## src/rtl/lcd_pkg.sv

```systemverilog
// Shared constants, FSM state type and row character helpers for the
// 16x2 LCD refresh sequencer.
package lcd_pkg;

  // HD44780 command bytes
  localparam logic [7:0] FUNC_SET   = 8'h38;  // 8-bit bus, 2 lines, 5x8 font
  localparam logic [7:0] DISP_ON    = 8'h0C;  // display on, no cursor
  localparam logic [7:0] CLEAR      = 8'h01;  // clear display (slow command)
  localparam logic [7:0] ENTRY_MODE = 8'h06;  // increment, no shift
  localparam logic [7:0] ROW1_ADDR  = 8'h80;  // DDRAM address 0x00
  localparam logic [7:0] ROW2_ADDR  = 8'hC0;  // DDRAM address 0x40

  // ASCII glyphs used by the two rows
  localparam logic [7:0] CH_0     = 8'h30;
  localparam logic [7:0] CH_STAR  = 8'h2A;
  localparam logic [7:0] CH_SP    = 8'h20;
  localparam logic [7:0] CH_H     = 8'h48;
  localparam logic [7:0] CH_J     = 8'h4A;
  localparam logic [7:0] CH_E     = 8'h45;
  localparam logic [7:0] CH_F     = 8'h46;
  localparam logic [7:0] CH_A     = 8'h41;
  localparam logic [7:0] CH_C     = 8'h43;
  localparam logic [7:0] CH_COLON = 8'h3A;

  localparam logic [3:0] LAST_COL       = 4'd15;
  localparam logic [1:0] LAST_INIT_STEP = 2'd3;
  localparam logic [1:0] CLEAR_STEP     = 2'd2;

  typedef enum logic [2:0] {
    ST_POWER_WAIT,
    ST_INIT,
    ST_IDLE,
    ST_ADDR1,
    ST_LINE1,
    ST_ADDR2,
    ST_LINE2
  } lcd_state_e;

  // Single decimal digit; anything that does not fit in one digit shows '*'.
  function automatic logic [7:0] digit_char(input logic [7:0] v);
    logic [7:0] c;
    if (v > 8'd9) c = CH_STAR;
    else          c = CH_0 + v;
    return c;
  endfunction

  // Power-on init command for a given step.
  function automatic logic [7:0] init_cmd(input logic [1:0] step);
    logic [7:0] c;
    case (step)
      2'd0:    c = FUNC_SET;
      2'd1:    c = DISP_ON;
      2'd2:    c = CLEAR;
      default: c = ENTRY_MODE;
    endcase
    return c;
  endfunction

  // Row 1: "H:h J:j E:e" padded with spaces.
  function automatic logic [7:0] row1_char(input logic [3:0] idx, input logic [7:0] h,
                                           input logic [7:0] j, input logic [7:0] e);
    logic [7:0] c;
    c = CH_SP;
    case (idx)
      4'd0:    c = CH_H;
      4'd1:    c = CH_COLON;
      4'd2:    c = digit_char(h);
      4'd4:    c = CH_J;
      4'd5:    c = CH_COLON;
      4'd6:    c = digit_char(j);
      4'd8:    c = CH_E;
      4'd9:    c = CH_COLON;
      4'd10:   c = digit_char(e);
      default: c = CH_SP;
    endcase
    return c;
  endfunction

  // Row 2: "FACE:f" padded with spaces.
  function automatic logic [7:0] row2_char(input logic [3:0] idx, input logic [7:0] f);
    logic [7:0] c;
    c = CH_SP;
    case (idx)
      4'd0:    c = CH_F;
      4'd1:    c = CH_A;
      4'd2:    c = CH_C;
      4'd3:    c = CH_E;
      4'd4:    c = CH_COLON;
      4'd5:    c = digit_char(f);
      default: c = CH_SP;
    endcase
    return c;
  endfunction

endpackage

```

## src/rtl/lcd_byte_writer.sv

```systemverilog
// Drives one byte onto the LCD bus: a setup cycle, an enable pulse, then a
// post-wait with enable low. rs/data stay stable for the whole byte. done is
// high in the final cycle so the next byte can start with no gap.
module lcd_byte_writer #(
  parameter int EN_PULSE_CYCLES   = 25,
  parameter int CMD_WAIT_CYCLES   = 2500,
  parameter int CLEAR_WAIT_CYCLES = 100000
) (
  input  logic       clk,
  input  logic       reset,
  input  logic       start,
  input  logic       rs,
  input  logic [7:0] data_in,
  input  logic       long_wait,
  output logic       done,
  output logic       lcd_rs,
  output logic       lcd_en,
  output logic [7:0] lcd_data
);

  localparam int MAX_WAIT = (CMD_WAIT_CYCLES > CLEAR_WAIT_CYCLES) ? CMD_WAIT_CYCLES
                                                                  : CLEAR_WAIT_CYCLES;
  localparam int CW = $clog2(EN_PULSE_CYCLES + MAX_WAIT + 1);
  // cnt_q is the index of the current cycle within the byte: 0 = setup.
  localparam logic [CW-1:0] EN_LAST    = CW'(EN_PULSE_CYCLES);
  localparam logic [CW-1:0] SHORT_LAST = CW'(EN_PULSE_CYCLES + CMD_WAIT_CYCLES);
  localparam logic [CW-1:0] LONG_LAST  = CW'(EN_PULSE_CYCLES + CLEAR_WAIT_CYCLES);

  logic          active_q, active_d;
  logic [CW-1:0] cnt_q, cnt_d;
  logic          long_q, long_d;
  logic          rs_q, rs_d;
  logic          en_q, en_d;
  logic [7:0]    data_q, data_d;
  logic [CW-1:0] last;

  // Next-state for the byte timing counter and bus outputs
  always_comb begin
    last     = long_q ? LONG_LAST : SHORT_LAST;
    done     = active_q && (cnt_q == last);
    active_d = active_q;
    cnt_d    = cnt_q;
    long_d   = long_q;
    rs_d     = rs_q;
    en_d     = en_q;
    data_d   = data_q;
    if (start && (!active_q || done)) begin
      active_d = 1'b1;
      cnt_d    = '0;
      long_d   = long_wait;
      rs_d     = rs;
      data_d   = data_in;
      en_d     = 1'b0;
    end else if (done) begin
      active_d = 1'b0;
      en_d     = 1'b0;
    end else if (active_q) begin
      cnt_d = cnt_q + CW'(1);
      en_d  = (cnt_d <= EN_LAST);
    end
  end

  // Registered bus outputs; reset drops enable on the very next edge
  always_ff @(posedge clk) begin
    if (reset) begin
      active_q <= 1'b0;
      cnt_q    <= '0;
      long_q   <= 1'b0;
      rs_q     <= 1'b0;
      en_q     <= 1'b0;
      data_q   <= 8'h00;
    end else begin
      active_q <= active_d;
      cnt_q    <= cnt_d;
      long_q   <= long_d;
      rs_q     <= rs_d;
      en_q     <= en_d;
      data_q   <= data_d;
    end
  end

  assign lcd_rs   = rs_q;
  assign lcd_en   = en_q;
  assign lcd_data = data_q;

endmodule

```

## src/rtl/lcd_refresh_sequencer.sv

```systemverilog
// Power-on init of a 16x2 HD44780 LCD, then a full two-row rewrite on each
// update request. Stats are snapshotted at the start of a refresh; updates
// arriving while busy collapse into a single follow-up refresh.
module lcd_refresh_sequencer
  import lcd_pkg::*;
#(
  parameter int MAX_VALUE_STATISTICS = 5,
  parameter int NUM_FACES            = 9,
  parameter int EN_PULSE_CYCLES      = 25,
  parameter int CMD_WAIT_CYCLES      = 2500,
  parameter int CLEAR_WAIT_CYCLES    = 100000,
  parameter int POWERON_WAIT_CYCLES  = 1000000
) (
  input  logic                                    clk,
  input  logic                                    reset,
  input  logic                                    new_update,
  input  logic [$clog2(NUM_FACES)-1:0]            face,
  input  logic [$clog2(MAX_VALUE_STATISTICS)-1:0] Hunger,
  input  logic [$clog2(MAX_VALUE_STATISTICS)-1:0] Joy,
  input  logic [$clog2(MAX_VALUE_STATISTICS)-1:0] Energy,
  output logic                                    lcd_rs,
  output logic                                    lcd_rw,
  output logic                                    lcd_en,
  output logic [7:0]                              lcd_data,
  output logic                                    busy
);

  localparam int FACE_W = $clog2(NUM_FACES);
  localparam int STAT_W = $clog2(MAX_VALUE_STATISTICS);
  localparam int PW_W   = (POWERON_WAIT_CYCLES > 1) ? $clog2(POWERON_WAIT_CYCLES) : 1;
  localparam logic [PW_W-1:0] PW_LAST = PW_W'(POWERON_WAIT_CYCLES - 1);

  lcd_state_e        state_q, state_d;
  logic [3:0]        char_q, char_d;
  logic [1:0]        init_q, init_d;
  logic [PW_W-1:0]   pw_q, pw_d;
  logic              pend_q, pend_d;
  logic              busy_q, busy_d;
  logic [FACE_W-1:0] snap_f_q, snap_f_d;
  logic [STAT_W-1:0] snap_h_q, snap_h_d;
  logic [STAT_W-1:0] snap_j_q, snap_j_d;
  logic [STAT_W-1:0] snap_e_q, snap_e_d;
  logic              go_refresh;
  logic              wr_start;
  logic              wr_rs;
  logic              wr_long;
  logic [7:0]        wr_byte;
  logic              wr_done;

  // Sequencer next state. state/char/init name the byte currently on the bus;
  // the next byte is launched in the same cycle the writer reports done.
  always_comb begin
    state_d    = state_q;
    char_d     = char_q;
    init_d     = init_q;
    pw_d       = pw_q;
    pend_d     = pend_q;
    snap_f_d   = snap_f_q;
    snap_h_d   = snap_h_q;
    snap_j_d   = snap_j_q;
    snap_e_d   = snap_e_q;
    go_refresh = 1'b0;
    wr_start   = 1'b0;

    if (new_update && (state_q != ST_IDLE)) pend_d = 1'b1;

    case (state_q)
      ST_POWER_WAIT: begin
        if (pw_q == PW_LAST) begin
          state_d  = ST_INIT;
          init_d   = 2'd0;
          wr_start = 1'b1;
        end else begin
          pw_d = pw_q + PW_W'(1);
        end
      end
      ST_INIT: begin
        if (wr_done) begin
          if (init_q != LAST_INIT_STEP) begin
            init_d   = init_q + 2'd1;
            wr_start = 1'b1;
          end else if (pend_d) begin
            go_refresh = 1'b1;
          end else begin
            state_d = ST_IDLE;
          end
        end
      end
      ST_IDLE: begin
        if (new_update) go_refresh = 1'b1;
      end
      ST_ADDR1: begin
        if (wr_done) begin
          state_d  = ST_LINE1;
          char_d   = 4'd0;
          wr_start = 1'b1;
        end
      end
      ST_LINE1: begin
        if (wr_done) begin
          wr_start = 1'b1;
          if (char_q == LAST_COL) state_d = ST_ADDR2;
          else                    char_d  = char_q + 4'd1;
        end
      end
      ST_ADDR2: begin
        if (wr_done) begin
          state_d  = ST_LINE2;
          char_d   = 4'd0;
          wr_start = 1'b1;
        end
      end
      ST_LINE2: begin
        if (wr_done) begin
          if (char_q != LAST_COL) begin
            char_d   = char_q + 4'd1;
            wr_start = 1'b1;
          end else if (pend_d) begin
            go_refresh = 1'b1;
          end else begin
            state_d = ST_IDLE;
          end
        end
      end
      default: state_d = ST_POWER_WAIT;
    endcase

    // Starting a refresh freezes the inputs and consumes any pending request
    if (go_refresh) begin
      state_d  = ST_ADDR1;
      pend_d   = 1'b0;
      snap_f_d = face;
      snap_h_d = Hunger;
      snap_j_d = Joy;
      snap_e_d = Energy;
      wr_start = 1'b1;
    end

    busy_d = (state_d != ST_IDLE);
  end

  // Byte selection for whatever position the sequencer is moving to
  always_comb begin
    wr_rs   = 1'b0;
    wr_long = 1'b0;
    wr_byte = 8'h00;
    case (state_d)
      ST_INIT: begin
        wr_byte = init_cmd(init_d);
        wr_long = (init_d == CLEAR_STEP);
      end
      ST_ADDR1: wr_byte = ROW1_ADDR;
      ST_LINE1: begin
        wr_rs   = 1'b1;
        wr_byte = row1_char(char_d, 8'(snap_h_q), 8'(snap_j_q), 8'(snap_e_q));
      end
      ST_ADDR2: wr_byte = ROW2_ADDR;
      ST_LINE2: begin
        wr_rs   = 1'b1;
        wr_byte = row2_char(char_d, 8'(snap_f_q));
      end
      default: wr_byte = 8'h00;
    endcase
  end

  // Sequencer state registers
  always_ff @(posedge clk) begin
    if (reset) begin
      state_q  <= ST_POWER_WAIT;
      char_q   <= 4'd0;
      init_q   <= 2'd0;
      pw_q     <= '0;
      pend_q   <= 1'b0;
      busy_q   <= 1'b1;
      snap_f_q <= '0;
      snap_h_q <= '0;
      snap_j_q <= '0;
      snap_e_q <= '0;
    end else begin
      state_q  <= state_d;
      char_q   <= char_d;
      init_q   <= init_d;
      pw_q     <= pw_d;
      pend_q   <= pend_d;
      busy_q   <= busy_d;
      snap_f_q <= snap_f_d;
      snap_h_q <= snap_h_d;
      snap_j_q <= snap_j_d;
      snap_e_q <= snap_e_d;
    end
  end

  lcd_byte_writer #(
    .EN_PULSE_CYCLES  (EN_PULSE_CYCLES),
    .CMD_WAIT_CYCLES  (CMD_WAIT_CYCLES),
    .CLEAR_WAIT_CYCLES(CLEAR_WAIT_CYCLES)
  ) u_writer (
    .clk      (clk),
    .reset    (reset),
    .start    (wr_start),
    .rs       (wr_rs),
    .data_in  (wr_byte),
    .long_wait(wr_long),
    .done     (wr_done),
    .lcd_rs   (lcd_rs),
    .lcd_en   (lcd_en),
    .lcd_data (lcd_data)
  );

  assign lcd_rw = 1'b0;
  assign busy   = busy_q;

endmodule

```

## config.mk

```make
export PLATFORM = sky130hd
export DESIGN_NAME = lcd_refresh_sequencer
export DESIGN_NICKNAME = d
export VERILOG_FILES = /design/src/rtl/lcd_pkg.sv /design/src/rtl/lcd_byte_writer.sv /design/src/rtl/lcd_refresh_sequencer.sv
export SDC_FILE = /design/constraint.sdc
export NUM_CORES = 1
export LEC_CHECK = 0
export ABC_AREA = 1
export BUFFER_PORTS_ARGS = -buffer_cell sky130_fd_sc_hd__buf_2
export CAP_MARGIN = 20
export CORE_UTILIZATION = 55
export DETAILED_ROUTE_END_ITERATION = 8
export PLACE_DENSITY = 0.8
export REMOVE_ABC_BUFFERS = 1
export SLEW_MARGIN = 20
export SYNTH_ARGS = -nofsm -noshare
export SYNTH_HDL_FRONTEND = slang
export SYNTH_SLANG_ARGS = --single-unit
```

## constraint.sdc

```tcl
create_clock -name clk -period 2.2 [get_ports clk]
set_input_delay 0.22 -clock clk [delete_from_list [all_inputs] [get_ports clk]]
set_output_delay 0.22 -clock clk [all_outputs]
set_load 0.01 [all_outputs]
```

**Yosys cells after proc, flatten, opt, wreduce, memory -nomap -nowiden**

Index checks and enable logic that the tools add are counted.

- Output and inout bits: 12
- Word-level logic and storage cells: 123
- Bits of input ports: 16
- Register bits: 73

- Bitwise gates (word level): 2
- $lt $le $gt $ge: 2
- Add/sub/neg operators: 8
- Reduce and logical (&&, ||, !) cells: 18
- Mux-type cells: 48
- Eq/ne operators: 29

Operators by type and width:

| kind | count |
|---|---|
| $pmux 7 s7 | 1 |
| $pmux 7 s6 | 1 |
| $pmux 8 s5 | 1 |
| $mux 3 | 11 |
| $add 6x3->7 const A | 3 |
| $pmux 3 s7 | 1 |
| $add 20x1->20 const B | 1 |
| $eq 20x20->1 const B | 1 |
| $mux 4 | 5 |
| $eq 3x3->1 const B | 6 |
| $mux 1 | 18 |
| $pmux 6 s3 | 1 |
| $add 17x1->17 const B | 1 |
| $eq 17x17->1 | 1 |
| $le 17x5->1 const B | 1 |
| $mux 17 | 1 |
| $eq 4x4->1 const B | 4 |
| $eq 4x3->1 const B | 3 |
| $pmux 4 s3 | 1 |
| $eq 3x2->1 const B | 3 |
| $reduce_or 3->1 | 3 |
| $eq 4x2->1 const B | 2 |
| $reduce_or 2->1 | 4 |
| $add 6x4->7 const A | 1 |
| other kinds (24) | 32 |

**Depth between registers and ports, before layout**

Gate-level depths: netlist of run 1.

- Depth in word-level cells: 11
- Gate-level depth with buffers: 22
- Gate-level depth less buffers: 22

**Cells and area by module**

A second synthesis of run 1 with hierarchy kept.

- Cells, all modules: 692
- Area total of the unflattened synthesis: 4365.4 µm²

Modules (own cells, without submodules):

| module | area each (µm²) | sequential area each (µm²) | cells an instance | times used |
|---|---|---|---|---|
| lcd_refresh_sequencer | 2677.6 | 880.8 | 438 | 1 |
| lcd_byte_writer | 1687.9 | 580.6 | 254 | 1 |

**Worst setup path after synthesis of run 1**

Ideal clock, no wire load.

- Path kind: reg-to-reg
- From: reg u_writer.cnt_q[1]
- To: reg u_writer.data_q[3], in the netlist u_writer.lcd_data[3]
- Stages on the path, launching flop included: 21
- Period minus slack after synthesis: 2.140 ns
- Required time: 2.091 ns
- Path slack: 0.060 ns
- Path buffers: 1
- Library setup time: 0.109 ns
- Data arrival time: 2.032 ns
- Cells stage by stage: dfxtp_1 inv_1 ha_1 nand2_1 nor2_1 nand2_1 nor2_4 nand3_2 nor2_4 buf_6 nand3_1 nand2_1 nand3_4 nand2_1 inv_1 nand2_1 nand3_1 nand2_1 nand4_1 nand2_1 inv_1

- Longest elaborated chain between the ends: 8
- Elaborated cells between the ends (all ways): 48

RTL lines:

| element | line | source |
|---|---|---|
| start: declaration | lcd_byte_writer.sv:30 | `logic [CW-1:0] cnt_q, cnt_d;` |
| start signal: assignment | lcd_byte_writer.sv:74 | `cnt_q <= cnt_d;` |
| $eq 17x17->1 (*) | lcd_byte_writer.sv:40 | `done = active_q && (cnt_q == last);` |
| $logic_and 1x1->1 (*) | lcd_byte_writer.sv:40 |  |
| $mux 4, on equally long branches | - |  |
| $pmux 4 s3 | lcd_refresh_sequencer.sv:67 | `case (state_q)` |
| $eq 4x3->1, or another cell as far along | lcd_pkg.sv:64, lcd_pkg.sv:83 |  |
| $reduce_or 3->1 (no line) | - |  |
| $pmux 7 s7 | lcd_pkg.sv:64 | `case (idx)` |
| $pmux 8 s5 | lcd_refresh_sequencer.sv:147 | `case (state_d)` |
| end signal: assignment | lcd_byte_writer.sv:78 | `data_q <= data_d;` |
| end: declaration | lcd_byte_writer.sv:34 | `logic [7:0] data_q, data_d;` |

Mark *: on every way between the ends. The rest lies on a longest branch, timed or not.
A chain may end at the register's enable or synchronous reset.

**Final worst setup path of run 1**

- From: reg u_writer.long_q
- To: reg u_writer.data_q[0], in the netlist u_writer.lcd_data[0]

- Longest elaborated chain between the ends: 9
- Elaborated cells between the ends (all ways): 49

RTL lines:

| element | line | source |
|---|---|---|
| start: declaration | lcd_byte_writer.sv:31 | `logic long_q, long_d;` |
| start signal: assignment | lcd_byte_writer.sv:75 | `long_q <= long_d;` |
| $mux 17 (*) | lcd_byte_writer.sv:39 | `last = long_q ? LONG_LAST : SHORT_LAST;` |
| $eq 17x17->1 (*) | lcd_byte_writer.sv:40 |  |
| $logic_and 1x1->1 (*) | lcd_byte_writer.sv:40 |  |
| $mux 4, on equally long branches | - |  |
| $pmux 4 s3 | lcd_refresh_sequencer.sv:67 |  |
| $eq 4x3->1, or another cell as far along | lcd_pkg.sv:64, lcd_pkg.sv:83 |  |
| $reduce_or 3->1 (no line) | - |  |
| $pmux 7 s7 | lcd_pkg.sv:64 |  |
| $pmux 8 s5 | lcd_refresh_sequencer.sv:147 |  |

Marks and branches as above.

==> results of run 1 <==
-- worst min-delay path, cell delays in order --
cell and delay (ps):
buf_2 70, nor2_1 30, nor2_1 80
-- cell type report --
type | instances | area (um^2)
well taps | 99 | 123.9
inverters | 94 | 357.8
repair buffers | 163 | 1279
clock buffers | 9 | 123.9
multi-input cells | 479 | 2939
fillers | 383 | 1031
clock inverters | 7 | 71.32
flip-flops and latches | 73 | 1483
-- Yosys cell counts, types with 2 or more instances --
library cell	instances
a21oi_1	34
a21oi_2	12
and3_1	2
buf_6	3
clkbuf_1	9
dfxtp_1	73
ha_1	5
inv_1	86
inv_2	8
nand2_1	162
nand3_1	45
nand3_2	3
nand3b_1	3
nand4_1	21
nor2_1	83
nor2_2	6
nor2_4	7
nor3_1	14
nor3_2	2
nor4_1	2
o21a_1	6
o21ai_0	40
o21ai_1	2
o21bai_1	2
or2_1	2
xor2_1	14
-- state kept, by name (all words and copies together), names as in the netlist, 4 cells and up --
| name | flops |
|---|---|
| u_writer.lcd_data | 8 |
| char_q | 4 |
| pw_q | 20 |
| u_writer.cnt_q | 17 |
| snap_f_q | 4 |
-- per-stage QoR --
step	utilization, %	cells
floorplan	-	646
global placement	69.94	863
detailed placement	69.94	863
CTS	81.68	912
global route	86.08	924
finish	86.08	924
-- cell families after synthesis --
family | Yosys count | synth area share (%)
other | 1 | 0.08715
AO/OA/AOI/OAI | 102 | 13.73
adder cells (fa/ha/maj) | 5 | 1.454
XOR/XNOR | 15 | 3.053
buffers and inverters | 108 | 10.03
AND/OR/NAND/NOR | 356 | 37.69
flip-flops | 73 | 33.96
-- layer usage --
metal | global-route usage (%) | up-vias
li1 | - | 2439
met1 | 37.44 | 2550
met2 | 63.68 | 346
met3 | 7.239 | 123
met4 | 22.72 | 0
met5 | 0 | -
-- report_power, final --
part / internal (mW) / leakage, nW / switching, mW
clock: 0.521 / 0.0912 / 0.568
combinational: 0.157 / 2.11 / 0.218
sequential: 1.34 / 0.595 / 0.0163
total: 2.01 / 2.80 / 0.802
-- final timing paths --
check,to,depth (start not counted),slack (ps),from
max,u_writer.lcd_data[0]$_SDFFE_PP0P_,18,-360,u_writer.long_q$_SDFFE_PP0P_
max reg2reg,u_writer.lcd_data[0]$_SDFFE_PP0P_,18,-360,u_writer.long_q$_SDFFE_PP0P_
min reg2reg,u_writer.lcd_data[4]$_SDFFE_PP0P_,2,460,u_writer.lcd_data[4]$_SDFFE_PP0P_
min,snap_e_q[2]$_SDFFE_PP0P_,3,80,Energy[2]
-- what timing repair did --
action,4_1_cts,5_1_grt
buffers inserted,34,14
endpoints found under the setup margin,29,55
pin swaps,42,28
cloned,1,0
resized for setup,110,60
==> summary.md, run 1 <==
| Metric | Value |
|---|---|
| Run status | `finished with violations` |
| Failing checks | `setup timing` |
| Critical Path Start Type | `register` |
| H-tree levels | `3` |
| WP data required | `between 2000 and 2500 ps` |
| Leak | `approximately 2.8 nW` |
| Routability Congestion | `around 0.98` |
| Via count | `5,458` |
| Clock period minus worst slack | `between 2000 and 3000 ps` |
| Setup violators final | `45` |
| Library cells used by synthesis | `40` |
| CTS clk-pin slew, worst paths | `90 ps` |
| Clock buffer depth | `2` |
| Die Area | `between 8000 and 9000 um^2` |
| Largest area contributor in the synthesized netlist | `dfxtp_1` |
| Vias in the first global route | `a little over 5,000` |
| Initial DRC Count | `401` |
| Post-synth EDFFs | `0` |
| Die width | `90.45 um` |
| Setup WS post-layout | `-358.6 ps` |
| Drc violations | `0` |
| Fin Hold WS | `between 70 and 80 ps` |
| Area grow syn2layout | `48.21%` |
| Highest clock rate | `slightly below 0.4 GHz` |
| Commonest cells after routing, fill and taps aside | `133 x nand2_1, 121 x buf_4, 75 x inv_1` |
| Total length of routed met3 wires | `around 1200 um` |
| PD cells | `~440 nW/um^2` |
| Critical Path Most Common Cell | `nand2_1` |
| CP Cell Sequence | `inv_1, nand2_1, nand2_1, nand2_2, nor2_4, nand3_2, nor2_4, nand3_2, nand2_2, nand3_4, buf_4, buf_4, o211ai_1, nand3_2, nand2_1, nand2_1, nand2_1, nand2_1` |
| Cell area after synthesis | `about 4300 um^2` |
| Routed Antenna Nets | `0` |
| Initial Util | `about 58%` |
| Met2 Wirelength | `8161 um` |
| CTS Root Cell | `clkbuf_8` |
| Synth area leaders | `dfxtp_1 34%, nand2_1 14%, inv_1 7.5%` |
| Worst skew pair latency | `370 ps` |
| Post-synthesis sequential area ratio | `about a third` |
| Top cell type's share of synthesized area | `33.96%` |
| CP max stage cell | `dfxtp_1` |
| CTS Sinks | `73` |
| Critical-path maximum fanout | `6` |
| Fin Setup TNS | `-8203 ps` |
| RSZ-0062 raised after global routing | `true` |
| Post-CTS Hold Buffers | `0` |
| Die height | `90.45 um` |
| Dpl cell area | `~5200 um^2` |
| Design Area, Final | `6377 um^2` |
| Synth Instances | `660` |
| Hpwl dp | `8840 um` |
| Worst Path Buf+Inv | `3` |
| Async SR Flop Fraction | `0%` |
| Via density | `roughly 5.9` |
| Synthesized flop and latch total | `73` |
| Total grt overflow | `0` |
| Clock skew | `between 10 and 15 ps` |
| ANT cells | `0` |
| WP data arrival | `between 2000 and 3000 ps` |
| Critical path class | `reg2reg` |
| Worst slew margin | `between 60% and 70%` |
| Commonest non-fill, non-tap cell in the layout | `nand2_1` |
| Global-route wire length before repair | `about 23,000 um` |
| Mean Syn Cell Area | `about 6.5 um^2` |
| Max Used Layer | `met4` |
| Share of layout cells above drive strength 1 | `40.24%` |
| Hold WC Path Type | `in2reg` |
| Initial antenna violation count | `0` |
| Slew @ Worst Pin | `547.5 ps` |
| Top FF cell, synth | `dfxtp_1` |
| Total routed wirelength | `around 16,000 um` |
| Fin crit share | `116.3%` |
| CP top delay family | `simple AND/OR/NAND/NOR gates` |
| IO Count | `28` |
| DR WL/cell | `between 15 and 20 um` |
| Core ar. | `7408 um^2` |
| Synth warn | `0` |
| CP Capture Type | `register` |
| Final Max Tran Viols | `0` |
| CTS buffer count | `9` |
| Pre-CTS setup slack | `-176.0 ps` |
| Max cap viols | `0` |
| Fin. Hold Viols | `0` |
| Power consumption | `around 2.8 mW` |
| Site row count | `31` |
| Total track usage | `roughly 35%` |
| IR drop worst, VDD | `roughly 0.42 mV` |
| Largest net degree at the start of global routing | `23` |
| NumNets Final | `841` |
| CP max stage delay | `approximately 360 ps` |
| Pre-antenna DRT Iters | `5` |
| Port-buffer cells | `26` |
| TritonCTS clock tree | `built` |
| WL met1 | `roughly 5900 um` |
No activity file was read; power rests on OpenSTA's default activity.
==> inputs of run 2 (changes only) <==
- GPL_TIMING_DRIVEN: not set -> 0
==> summary.md, run 2 (synthesis gave the netlist of run 1 again) <==
| Metric | Value |
|---|---|
| Critical Path Start Type | `register` |
| Hold WC Path Type | `in2reg` |
| Clock period minus worst slack | `2530 ps` |
| RSZ-0062 raised after global routing | `true` |
| Total track usage | `27.84%` |
| IR drop worst, VDD | `between 0.3 and 0.4 mV` |
| CTS clk-pin slew, worst paths | `roughly 90 ps` |
| TritonCTS clock tree | `built` |
| Logic pwr share | `a little under a tenth` |
| Vias in the first global route | `about 4,200` |
| Post-CTS Hold Buffers | `0` |
| Initial Util | `approximately three fifths` |
| Fin crit share | `115.0%` |
| CP Capture Type | `register` |
| DR WL/cell | `15.09 um` |
| Most flops, register | `pw_q` |
| Routed Antenna Nets | `0` |
| Leak | `about 2.3 nW` |
| Area grow syn2layout | `26.61%` |
| Core ar. | `approximately 7400 um^2` |
| Flop pwr share | `50.7%` |
| Fillcell total | `~550` |
| WP data arrival | `roughly 2800 ps` |
| CTS Root Cell | `clkbuf_8` |
| Initial antenna violation count | `0` |
| Via count | `roughly 4,800` |
| Register area | `~1500 um^2` |
| Fin Setup TNS | `-4600 ps` |
| Clock share of power | `approximately two fifths` |
| Total grt overflow | `0` |
| Total routed wirelength | `about 13,000 um` |
| Site row count | `31` |
| Worst skew pair latency | `360 ps` |
| Commonest cells after routing, fill and taps aside | `139 x nand2_1, 77 x inv_1, 73 x nor2_1` |
| Hpwl dp | `7183 um` |
| Drc violations | `0` |
| P_sw | `717.7 uW` |
| Via density | `5.719` |
| Die height | `~90 um` |
| Sw Ratio | `a little over a quarter` |
| Final Max Tran Viols | `0` |
| Max cap viols | `0` |
| Share of layout cells above drive strength 1 | `about 29%` |
| Routability Congestion | `0.9073` |
| Die Area | `roughly 8200 um^2` |
| Fin. Hold Viols | `0` |
| Worst slew margin | `37.58%` |
| H-tree levels | `3` |
| Pre-antenna DRT Iters | `7` |
| Critical-path maximum fanout | `5` |
| Die width | `just over 90 um` |
| IO Count | `28` |
| Global-route wire length before repair | `between 15,000 and 20,000 um` |
| Clock buffer depth | `2` |
| Multi-input gate area | `2781 um^2` |
| Largest net degree at the start of global routing | `35` |
| Setup violators final | `28` |
| CTS Sinks | `between 70 and 80` |
| WP data required | `~2500 ps` |
| PD cells | `around 490 nW/um^2` |
| R2r setup slk | `-330 ps` |
| CTS buffer count | `9` |
| Clock skew | `around 13 ps` |
| Fin Hold WS | `~80 ps` |
| ANT cells | `0` |
| P_int | `around 2.0 mW` |
| Run status | `finished with violations` |
| Initial DRC Count | `around 390` |
| Port-buffer cells | `26` |
| Highest clock rate | `approximately 0.40 GHz` |
| Slew @ Worst Pin | `around 940 ps` |
| Failing checks | `setup timing` |
| Setup WS post-layout | `-329.7 ps` |
| Commonest non-fill, non-tap cell in the layout | `nand2_1` |
| NumNets Final | `around 750` |
| Critical path class | `reg2reg` |
| Max reg flops | `20` |
-- run 2: cell types whose count changed in the layout (fill, tap and decap cells not counted), moves of 4 or more --
cell / previous run / this run
buf_12: 5 / 0
o21ai_0: 31 / 36
nand2_1: 133 / 139
a21oi_2: 19 / 13
nand3_2: 21 / 11
nand2_2: 23 / 18
a21oi_1: 26 / 32
nor2_1: 69 / 73
nand3_1: 23 / 31
buf_4: 121 / 38
-- run 2: power groups by stage --
stage,clock network [mW],logic [mW],registers (mW)
4_1_cts,1.07,0.206,1.36
2_1_floorplan,0,0.134,1.38
5_1_grt,1.12,0.281,1.36
3_5_place_dp,0,0.186,1.39
6_report,1.06,0.257,1.36
3_3_place_gp,0,0.181,1.39
-- run 2: through the flow --
step                      std cells  power [mW]  util (%)  area [um^2]  setup slack [ps]
after detailed placement        771       1.572     60.45         4478            -916.0
final                           835       2.677     73.53         5448            -329.7
after global routing            835       2.764     73.53         5448            -468.3
after global placement          771       1.567     60.45         4478            -850.9
after CTS                       814       2.637     68.38         5066            -208.3
after floorplan                 646       1.517         -         4224            -177.7
-- run 2: critical path: stages, from the launching register on --
cell,delay [ps]
dfxtp_1,420
nand2_1,90
nor2_2,150
inv_1,100
nor2_4,180
nand2_1,70
nor2_1,120
nand3_2,170
nand2_2,150
nand3_4,140
nor2_4,150
inv_1,80
nand2_1,100
nand2_1,70
nor2_1,110
nand2_1,90
nand2_1,70
nand2_1,60
nand2_1,60
nand2_1,50
-- run 2: timing repair --
item                                    CTS  global route
gates resized for setup                  55            68
endpoints found under the setup margin   51            49
pin swaps                                20            39
gates cloned                              2             1
setup buffers                            25            21
-- run 2: metal layers --
layer | track usage [%] | part of all wire [%] | vias to the layer above
li1 | - | - | 2269
met1 | 31.97 | 40 | 2194
met2 | 50.70 | 50 | 249
met3 | 6.061 | 6.0 | 63
met4 | 9.543 | 3.4 | 0
met5 | 0 | 0 | -
-- run 2: path summary, 6_finish.rpt --
kind,start,to,cells past startpoint
min reg2reg,u_writer.lcd_data[5]$_SDFFE_PP0P_,u_writer.lcd_data[5]$_SDFFE_PP0P_,2
min,Joy[0],snap_j_q[0]$_SDFFE_PP0P_,3
max,u_writer.cnt_q[7]$_SDFFE_PP0P_,u_writer.lcd_data[1]$_SDFFE_PP0P_,19
max reg2reg,u_writer.cnt_q[7]$_SDFFE_PP0P_,u_writer.lcd_data[1]$_SDFFE_PP0P_,19
-- run 2: cell type report --
| type | count | share of cell area (%) |
|---|---|---|
| multi-input combinational | 480 | 51.06 |
| sequential | 73 | 27.08 |
| timing repair buffer | 71 | 9.072 |
| inverter | 94 | 6.729 |
| clock buffer | 9 | 2.274 |
| tap | 99 | 2.274 |
| clock inverter | 7 | 1.309 |
| timing repair inverter | 2 | 0.2067 |
==> inputs of run 3 (changes only) <==
- CORE_ASPECT_RATIO: not set -> 1.75
==> summary.md, run 3 (synthesis gave the netlist of run 1 again) <==
| Metric | Value |
|---|---|
| Fin. Hold Viols | `0` |
| CTS Root Cell | `clkbuf_16` |
| CP Capture Type | `register` |
| Clock period minus worst slack | `about 2600 ps` |
| Commonest non-fill, non-tap cell in the layout | `nand2_1` |
| Via density | `5.905` |
| Critical path class | `reg2reg` |
| Port-buffer cells | `26` |
| Initial Util | `56.86%` |
| Pre-antenna DRT Iters | `6` |
| R2r setup slk | `-420 ps` |
| Vias in the first global route | `around 4,700` |
| Sw Ratio | `about a quarter` |
| Fillcell total | `just under 500` |
| CTS buffer count | `9` |
| Clock share of power | `between 50% and 60%` |
| Critical-path maximum fanout | `7` |
| Die Area | `approximately 8200 um^2` |
| Commonest cells after routing, fill and taps aside | `127 x nand2_1, 73 x inv_1, 65 x nor2_1` |
| Via count | `slightly below 5,000` |
| P_int | `about 2.5 mW` |
| Multi-input gate area | `about 2900 um^2` |
| Die width | `approximately 69 um` |
| Global-route wire length before repair | `~20,000 um` |
| PD cells | `approximately 560 nW/um^2` |
| Leak | `about 2.5 nW` |
| Dpl cell area | `4464 um^2` |
| P_sw | `803.7 uW` |
| Clock buffer depth | `2` |
| Core ar. | `about 7600 um^2` |
| Worst skew pair latency | `350 ps` |
| WP data arrival | `2850 ps` |
| Pre-CTS setup slack | `-916.5 ps` |
| Register area | `around 1500 um^2` |
| Share of layout cells above drive strength 1 | `about a third` |
| IO Count | `28` |
| Fin crit share | `119.0%` |
| TritonCTS clock tree | `built` |
| Clock skew | `between 10 and 15 ps` |
| Max cap viols | `0` |
| Logic pwr share | `under 10%` |
| Run status | `finished with violations` |
| Site row count | `42` |
| Drc violations | `0` |
| Flop pwr share | `41.7%` |
| Design Area, Final | `between 5000 and 6000 um^2` |
| Total track usage | `31.38%` |
| IR drop worst, VDD | `0.7197 mV` |
| Worst slew margin | `approximately 41%` |
| Largest net degree at the start of global routing | `35` |
| Finished Layout Cells | `between 800 and 900` |
| RSZ-0062 raised after global routing | `true` |
| WP data required | `between 2000 and 2500 ps` |
| Setup WS post-layout | `-416.9 ps` |
| Inst Count DP | `760` |
| Highest clock rate | `0.3821 GHz` |
| NumNets Final | `767` |
| Hpwl dp | `approximately 7500 um` |
| Total routed wirelength | `14,010 um` |
| Initial DRC Count | `~610` |
| Slew @ Worst Pin | `between 800 and 900 ps` |
| CTS clk-pin slew, worst paths | `around 60 ps` |
| Max reg flops | `20` |
| Die height | `approximately 120 um` |
| Routed Antenna Nets | `0` |
| Failing checks | `setup timing` |
| Routability Congestion | `roughly 0.92` |
| Hold WC Path Type | `in2reg` |
| Initial antenna violation count | `0` |
| Fin Hold WS | `between 90 and 100 ps` |
| Total grt overflow | `0` |
| Critical Path Start Type | `register` |
| Most flops, register | `pw_q` |
| Area grow syn2layout | `36.70%` |
| DR WL/cell | `about 17 um` |
| Fin Setup TNS | `-6866 ps` |
| Final Max Tran Viols | `0` |
| H-tree levels | `3` |
| Setup violators final | `33` |
| CTS Sinks | `73` |
| ANT cells | `0` |
## run 3: power by group through the flow
| stage | clock network, mW | registers (mW) | logic (mW) |
|---|---|---|---|
| 2_1_floorplan | 0 | 1.38 | 0.134 |
| 3_3_place_gp | 0 | 1.39 | 0.183 |
| 3_5_place_dp | 0 | 1.39 | 0.188 |
| 4_1_cts | 1.63 | 1.36 | 0.231 |
| 5_1_grt | 1.68 | 1.37 | 0.290 |
| 6_report | 1.64 | 1.36 | 0.264 |
## run 3: routing by layer
metal	part of all wire (%)	global-route usage [%]	vias to the layer above	wire length (um)
li1	-	-	2303	-
met1	34	29.42	2284	4699
met2	54	54.07	272	7515
met3	6.8	8.621	95	958
met4	6.0	23.60	0	838
met5	0	0	-	0
## run 3: final cells by class
| class | count | share of cell area (%) |
|---|---|---|
| Inverter | 94 | 6.403 |
| Timing Repair inverter | 2 | 0.4042 |
| Timing Repair Buffer | 87 | 10.76 |
| Multi-Input combinational cell | 479 | 49.78 |
| Tap cell | 88 | 1.872 |
| Clock inverter | 6 | 1.532 |
| Sequential cell | 73 | 25.19 |
| Clock buffer | 10 | 4.063 |
## run 3: timing repair
item                       4_1_cts  5_1_grt
setup endpoints to repair       49       47
hold endpoints to repair         0        0
gates resized for setup         77      105
hold buffers                     0        0
cloned                           2        0
setup buffers                   44       18
pin swaps                       35       47
## run 3: path summary, 6_finish.rpt
path / from / to / cells past startpoint
worst min-delay path: Energy[1] / snap_e_q[1]$_SDFFE_PP0P_ / 3
worst max register to register: u_writer.cnt_q[9]$_SDFFE_PP0P_ / u_writer.lcd_data[0]$_SDFFE_PP0P_ / 19
worst max-delay path: u_writer.cnt_q[9]$_SDFFE_PP0P_ / u_writer.lcd_data[0]$_SDFFE_PP0P_ / 19
worst min register to register: pw_q[17]$_SDFFE_PP0P_ / pw_q[17]$_SDFFE_PP0P_ / 2
## run 3: worst max-delay path: stages (launching register included)
cell	delay, ps
dfxtp_1	440
nand2_1	190
nor2_1	230
nand2_1	110
nand2_2	120
nand3_4	100
nor2_4	140
buf_6	170
nand3_2	70
nand2_2	80
nand3_4	170
buf_6	180
nand3_2	70
inv_1	50
nand2_1	60
nand3_1	70
nand2_1	90
nand2_1	60
nand2_1	60
nand2_1	50
## run 3: per-stage QoR
| step | utilization (%) | total power, mW |
|---|---|---|
| after floorplan | - | 1.517 |
| after detailed placement | 58.99 | 1.575 |
| after global placement | 58.99 | 1.569 |
| after global routing | 77.73 | 3.340 |
| final | 77.73 | 3.264 |
| after CTS | 71.38 | 3.217 |
